==> src/rtl/cam_pixel_capture.sv <==
// Camera DVP capture: packs bus words into pixels, tracks x/y and frame count,
// flags malformed lines and drops frames on request.
module cam_pixel_capture #(
   parameter int unsigned BUS_W         = 8,
   parameter int unsigned BYTES_PER_PIX = 2,
   parameter int unsigned H_ACTIVE      = 640,
   parameter int unsigned X_W           = 12,
   parameter int unsigned Y_W           = 11,
   parameter bit          VS_POL        = 1'b1,
   localparam int unsigned PIX_W        = BUS_W * BYTES_PER_PIX
) (
   input  logic             i_pclk,
   input  logic             i_rst_n,
   input  logic [BUS_W-1:0] i_data,
   input  logic             i_href,
   input  logic             i_vsync,
   input  logic [3:0]       i_skip,
   output logic [PIX_W-1:0] o_pixel,
   output logic             o_valid,
   output logic [X_W-1:0]   o_x,
   output logic [Y_W-1:0]   o_y,
   output logic             o_sof,
   output logic             o_eol,
   output logic             o_eof,
   output logic             o_line_err,
   output logic [15:0]      o_frame_cnt
);

   localparam int unsigned IDX_W = (BYTES_PER_PIX > 1) ? $clog2(BYTES_PER_PIX) : 1;

   typedef enum logic [1:0] {StWaitVs, StInVs, StActive, StSkip} state_e;

   state_e             r_state;
   state_e             w_state_next;
   logic               r_href_d;
   logic [IDX_W-1:0]   r_idx;
   logic [X_W-1:0]     r_x;
   logic               r_x_ovf;
   logic [Y_W-1:0]     r_y;
   logic [3:0]         r_skip_cnt;
   logic [PIX_W-1:0]   r_acc;
   logic [PIX_W-1:0]   w_acc_next;
   logic [PIX_W-1:0]   r_pixel;
   logic               r_valid;
   logic [X_W-1:0]     r_ox;
   logic [Y_W-1:0]     r_oy;
   logic               r_sof;
   logic               r_eol;
   logic               r_eof;
   logic               r_err;
   logic [15:0]        r_frame_cnt;

   logic w_vs;
   logic w_href_fall;
   logic w_word;
   logic w_last;
   logic w_eol;
   logic w_eof;
   logic w_enter_active;

   assign w_vs           = (i_vsync == VS_POL);
   assign w_href_fall    = r_href_d & ~i_href;
   // VSYNC wins over any line activity in the same cycle
   assign w_word         = (r_state == StActive) && !w_vs && i_href;
   assign w_last         = (32'(r_idx) == BYTES_PER_PIX - 1);
   assign w_eol          = (r_state == StActive) && !w_vs && w_href_fall;
   assign w_eof          = (r_state == StActive) && w_vs;
   assign w_enter_active = (r_state == StInVs) && (w_state_next == StActive);

   always_ff @(posedge i_pclk) begin
      if (!i_rst_n) begin
         r_state <= StWaitVs;
      end else begin
         r_state <= w_state_next;
      end
   end

   always_comb begin
      w_state_next = r_state;
      unique case (r_state)
         StWaitVs: if (w_vs) w_state_next = StInVs;
         StInVs:   if (!w_vs) w_state_next = (r_skip_cnt == 4'd0) ? StActive : StSkip;
         StActive: if (w_vs) w_state_next = StInVs;
         StSkip:   if (w_vs) w_state_next = StInVs;
         default:  w_state_next = StWaitVs;
      endcase
   end

   // First word of a pixel lands in the most significant slot
   always_comb begin
      w_acc_next = r_acc;
      for (int unsigned k = 0; k < BYTES_PER_PIX; k++) begin
         if (32'(r_idx) == BYTES_PER_PIX - 1 - k) begin
            w_acc_next[k*BUS_W +: BUS_W] = i_data;
         end
      end
   end

   always_ff @(posedge i_pclk) begin
      if (!i_rst_n) begin
         r_href_d    <= 1'b0;
         r_idx       <= '0;
         r_x         <= '0;
         r_x_ovf     <= 1'b0;
         r_y         <= '0;
         r_skip_cnt  <= 4'd0;
         r_acc       <= '0;
         r_pixel     <= '0;
         r_valid     <= 1'b0;
         r_ox        <= '0;
         r_oy        <= '0;
         r_sof       <= 1'b0;
         r_eol       <= 1'b0;
         r_eof       <= 1'b0;
         r_err       <= 1'b0;
         r_frame_cnt <= 16'd0;
      end else begin
         r_href_d <= i_href;
         r_valid  <= 1'b0;
         r_sof    <= 1'b0;
         r_eol    <= 1'b0;
         r_eof    <= 1'b0;
         r_err    <= 1'b0;

         if (w_enter_active) begin
            r_idx   <= '0;
            r_x     <= '0;
            r_x_ovf <= 1'b0;
            r_y     <= '0;
         end

         if (w_eof) begin
            r_eof       <= 1'b1;
            r_frame_cnt <= r_frame_cnt + 16'd1;
            r_skip_cnt  <= i_skip;
         end

         if ((r_state == StSkip) && w_vs) begin
            r_skip_cnt <= r_skip_cnt - 4'd1;
         end

         if (w_word) begin
            r_acc <= w_acc_next;
            if (w_last) begin
               r_idx   <= '0;
               r_pixel <= w_acc_next;
               r_valid <= 1'b1;
               r_ox    <= r_x;
               r_oy    <= r_y;
               r_sof   <= (r_x == '0) && (r_y == '0);
               // Sticky overflow keeps over-long lines failing the length check
               if (r_x == '1) begin
                  r_x_ovf <= 1'b1;
               end else begin
                  r_x <= r_x + 1'b1;
               end
            end else begin
               r_idx <= r_idx + 1'b1;
            end
         end

         if (w_eol) begin
            r_eol   <= 1'b1;
            r_err   <= (r_idx != '0) || r_x_ovf || (32'(r_x) != H_ACTIVE);
            r_idx   <= '0;
            r_x     <= '0;
            r_x_ovf <= 1'b0;
            if (((r_x != '0) || r_x_ovf) && (r_y != '1)) begin
               r_y <= r_y + 1'b1;
            end
         end
      end
   end

   assign o_pixel     = r_pixel;
   assign o_valid     = r_valid;
   assign o_x         = r_ox;
   assign o_y         = r_oy;
   assign o_sof       = r_sof;
   assign o_eol       = r_eol;
   assign o_eof       = r_eof;
   assign o_line_err  = r_err;
   assign o_frame_cnt = r_frame_cnt;

endmodule

==> config.mk <==
export PLATFORM = sky130hd
export DESIGN_NAME = cam_pixel_capture
export DESIGN_NICKNAME = d
export VERILOG_FILES = /design/src/rtl/cam_pixel_capture.sv
export SDC_FILE = /design/constraint.sdc
export NUM_CORES = 1
export LEC_CHECK = 0
export ABC_CLOCK_PERIOD_IN_PS = 2400
export CAP_MARGIN = 20
export CORE_ASPECT_RATIO = 1.5
export CORE_UTILIZATION = 50
export DETAILED_ROUTE_END_ITERATION = 8
export PLACE_DENSITY = 0.73
export SLEW_MARGIN = 0
export SYNTH_ARGS = -nofsm -noshare
export SYNTH_HDL_FRONTEND = slang
export SYNTH_SLANG_ARGS = --single-unit
==> constraint.sdc <==
create_clock -name i_pclk -period 2.4 [get_ports i_pclk]
set_clock_uncertainty 0.15 [all_clocks]
set_input_delay 0.48 -clock i_pclk [delete_from_list [all_inputs] [get_ports i_pclk]]
set_output_delay 0.48 -clock i_pclk [all_outputs]
set_load 0.01 [all_outputs]
==> summary.md <==
| Metric | Value |
|---|---|
| Total I/O pin count | 76 |
| Pwr Density | 589 mW/mm2 |
| Final Cell Area | 0.00549 mm2 |
| Initial Util | 0.513 |
| Maximum VDD drop | 0.000392 V |
| Post-Route Setup TNS | 0 ps |
| Core Area | 0.00836 mm2 |
| Delay of the slowest cell on the worst path | 600 ps |
| Layout cells sized above 1 | 0.0815 |
| Clock buffer depth | 2 |
| Post-Syn Area | 0.00429 mm2 |
| Total number of vias | 3744 |
| Reg2reg start | r_x[5] |
| Die Y | 115 um |
| Final Max Slew Viols | 0 |
| CP endpoint | r_y[0] |
| Final setup viols | 0 |
| CTS Sinks | 100 |
| FF-to-FF End | r_y[0] |
| Startpoint Class | flip-flop |
| Worst-path clk slew | 60 ps |
| Congestion Overflow GR | 0 |
| Syn_area_per_cell | 8.32 um2 |
| Die Area | 0.00896 mm2 |
| Syn_nets | 538 |
| Share of the yosys chip area belonging to registers | 0.467 |
| Area after DPL | 0.00519 mm2 |
| Syn Inst Count | 515 |
| Worst min path class | reg2reg |
| Dominant synthesized flop cell | dfxtp_1 |
| Worst EP arrival | 2370 ps |
| Wire per inst | 13.8 um |
| FMAX | 443 MHz |
| Slew margin rel. | 0.635 |
| Clock latency on the worst-skew pair | 340 ps |
| Routed Antenna Nets | 0 |
| YS warnings | 0 |
| Post-synth ARST share | 0 |
| Status | completed |
| CTS H-Tree Depth | 3 |
| Worst reg2reg path depth | 5 |
| EDFF count, synth | 0 |
| Row count | 41 |
| Final worst path period share | 0.942 |
| Crit path required time | 2510 ps |
| Largest net degree at the start of global routing | 60 |
| DRT Pass-1 Iters | 4 |
| Num CTS Buffers | 9 |
| Vias/cell | 5.38 |
| Crit-path slowest cell | a311oi_4 |
| WS Path Type | reg2reg |
| Area Overhead vs Synth | 28.0% |
| Worst-margin pin slew | 543 ps |
| DRC viols | 0 |
| # diodes | 0 |
| Commonest non-fill, non-tap cell in the layout | nand2_1 |
| Cts hold-fix bufs | 0 |
| Width of the die | 77.6 um |
| Worst path cell trace | nor4_1 -> nand4_1 -> a311oi_4 -> nand2_1 -> o21ai_0 |
| CTS tree | built |
| Max FO, Critical Path | 9 |
| # Post-CTS Setup Buffers | 0 |
| Final hold violations | 0 |
| Initial antenna violation count | 0 |
| First-pass GRT wire length | 16.1 mm |
| Final GP Congestion | 0.843 |
| Total Nets Final | 609 |
| Flop and latch count out of synthesis | 100 |
| CP Launch Point | r_x[5] |
| I/O Buffers | 75 |
| Min cycle time layout | 2260 ps |
| Total routed wirelength | 9.58 mm |
| Root buffer selected by CTS | clkbuf_16 |
| RSZ-0062 raised after global routing | false |
| Total global-route track usage | 0.228 |
| DR iter-0 viols | 226 |
| Vias in the first global route | 3543 |
| DP HPWL | 6.66 mm |
| Commonest cells after routing, fill and taps aside | 103 x nand2_1, 100 x dfxtp_1, 75 x clkdlybuf4s50_1, 52 x a21oi_1, 44 x nor2_1 |
| Hold wc startpoint | r_acc[9] |
| Netlist cell types | 55 |
| Cts repair resizes | 0 |
| Maxcap violations | 0 |
| Worst R2R Setup Slack | 140 ps |
| Endpoint class of the critical path | flip-flop |
| P_leak | 1.94 nW |
==> sequential cells by signal, indices dropped and copies added, names as in the netlist <==
register,cells
o_eol,1
r_x,12
o_sof,1
r_y,11
o_x,12
r_x_ovf,1
r_state,2
o_line_err,1
o_frame_cnt,16
o_valid,1
r_href_d,1
r_idx,1
o_y,11
o_pixel,16
r_skip_cnt,4
o_eof,1
r_acc,8
==> logic make-up (layout without fill, tap and decap cells) <==
logic type | Yosys count | count (layout) | synth area share
xor+xnor | 17 | 17 | 0.0347
simple gates | 236 | 236 | 0.262
fa+ha+maj | 7 | 7 | 0.0204
compound gates | 94 | 94 | 0.140
buf+inv | 50 | 124 | 0.0508
flops | 100 | 100 | 0.467
mux | 11 | 11 | 0.0260
==> power by group <==
part / switching (W) / leakage, nW / internal [W]
Clock: 0.000586 / 0.145 / 0.000852
Combinational: 0.0000630 / 0.987 / 0.0000552
Sequential: 0.00000629 / 0.806 / 0.00167
==> per-stage QoR <==
| stage | hold slack (ps) | instances | utilization | setup slack (ps) | power (W) |
|---|---|---|---|---|---|
| finish | 298 | 696 | 0.656 | 140 | 0.00323 |
| global route | 320 | 696 | 0.656 | 28.9 | 0.00333 |
| CTS | 301 | 696 | 0.656 | 160 | 0.00326 |
| detailed placement | 292 | 682 | 0.621 | -76.3 | 0.00183 |
| global placement | 287 | 682 | 0.621 | -36.9 | 0.00183 |
| floorplan | 281 | 515 | - | 361 | 0.00177 |
==> synthesized netlist by cell type (2+ instances only) <==
| cell type | instances | area share |
|---|---|---|
| and4_1 | 5 | 0.010 |
| a211oi_1 | 4 | 0.0070 |
| mux2i_1 | 10 | 0.023 |
| a211o_1 | 6 | 0.012 |
| nand4_1 | 12 | 0.018 |
| clkbuf_1 | 17 | 0.015 |
| clkbuf_2 | 3 | 0.0035 |
| or3_1 | 5 | 0.0073 |
| a21oi_1 | 52 | 0.061 |
| dfxtp_1 | 100 | 0.47 |
| nand2_1 | 103 | 0.090 |
| o211ai_1 | 2 | 0.0035 |
| nor2b_1 | 3 | 0.0044 |
| buf_1 | 2 | 0.0018 |
| xor2_1 | 11 | 0.022 |
| nand3_1 | 17 | 0.020 |
| nor4b_1 | 2 | 0.0041 |
| ha_1 | 7 | 0.020 |
| nor3b_2 | 2 | 0.0058 |
| xnor2_1 | 6 | 0.012 |
| a31oi_1 | 2 | 0.0029 |
| inv_1 | 13 | 0.011 |
| and3_1 | 6 | 0.0088 |
| nor3_1 | 17 | 0.020 |
| nor2_1 | 44 | 0.039 |
| buf_2 | 12 | 0.014 |
| a21o_1 | 7 | 0.012 |
| nand2b_1 | 3 | 0.0044 |
| o21ai_0 | 9 | 0.011 |
| nor4_1 | 5 | 0.0073 |
| and2_1 | 3 | 0.0044 |
| nor3b_1 | 2 | 0.0035 |
==> per-layer routing <==
layer,GRT usage,vias to the layer above,routed length (um)
met2,0.405,77,4890
li1,-,1908,-
met5,0,-,0
met3,0.0333,26,290
met4,0.146,0,326
met1,0.253,1733,4080
==> critical path: cells and delay by family, from the launching register on <==
family | cells | cell delay [ps]
AOI/OAI and AO/OA | 2 | 690
DFF | 1 | 370
and+or+nand+nor | 3 | 980
==> worst min-delay path by stage <==
| stage | endpoint | slack, ps | depth (start not counted) |
|---|---|---|---|
| final | o_pixel[9] | 300 | 2 |
| after detailed placement | o_pixel[9] | 290 | 2 |
| after global placement | o_pixel[11] | 290 | 2 |
| after floorplan | o_pixel[10] | 280 | 2 |
| after global routing | o_pixel[1] | 320 | 2 |
| after CTS | o_pixel[9] | 300 | 2 |
==> layout make-up <==
| class | count | area [um2] |
|---|---|---|
| flip-flops and latches | 100 | 2000 |
| well taps | 107 | 134 |
| clock buffers | 12 | 256 |
| multi-input cells | 365 | 2070 |
| inverters | 14 | 52.6 |
| repair buffers | 96 | 933 |
| clock inverters | 2 | 35.0 |
| fillers | 719 | 2880 |
No activity file was read; power rests on OpenSTA's default activity.
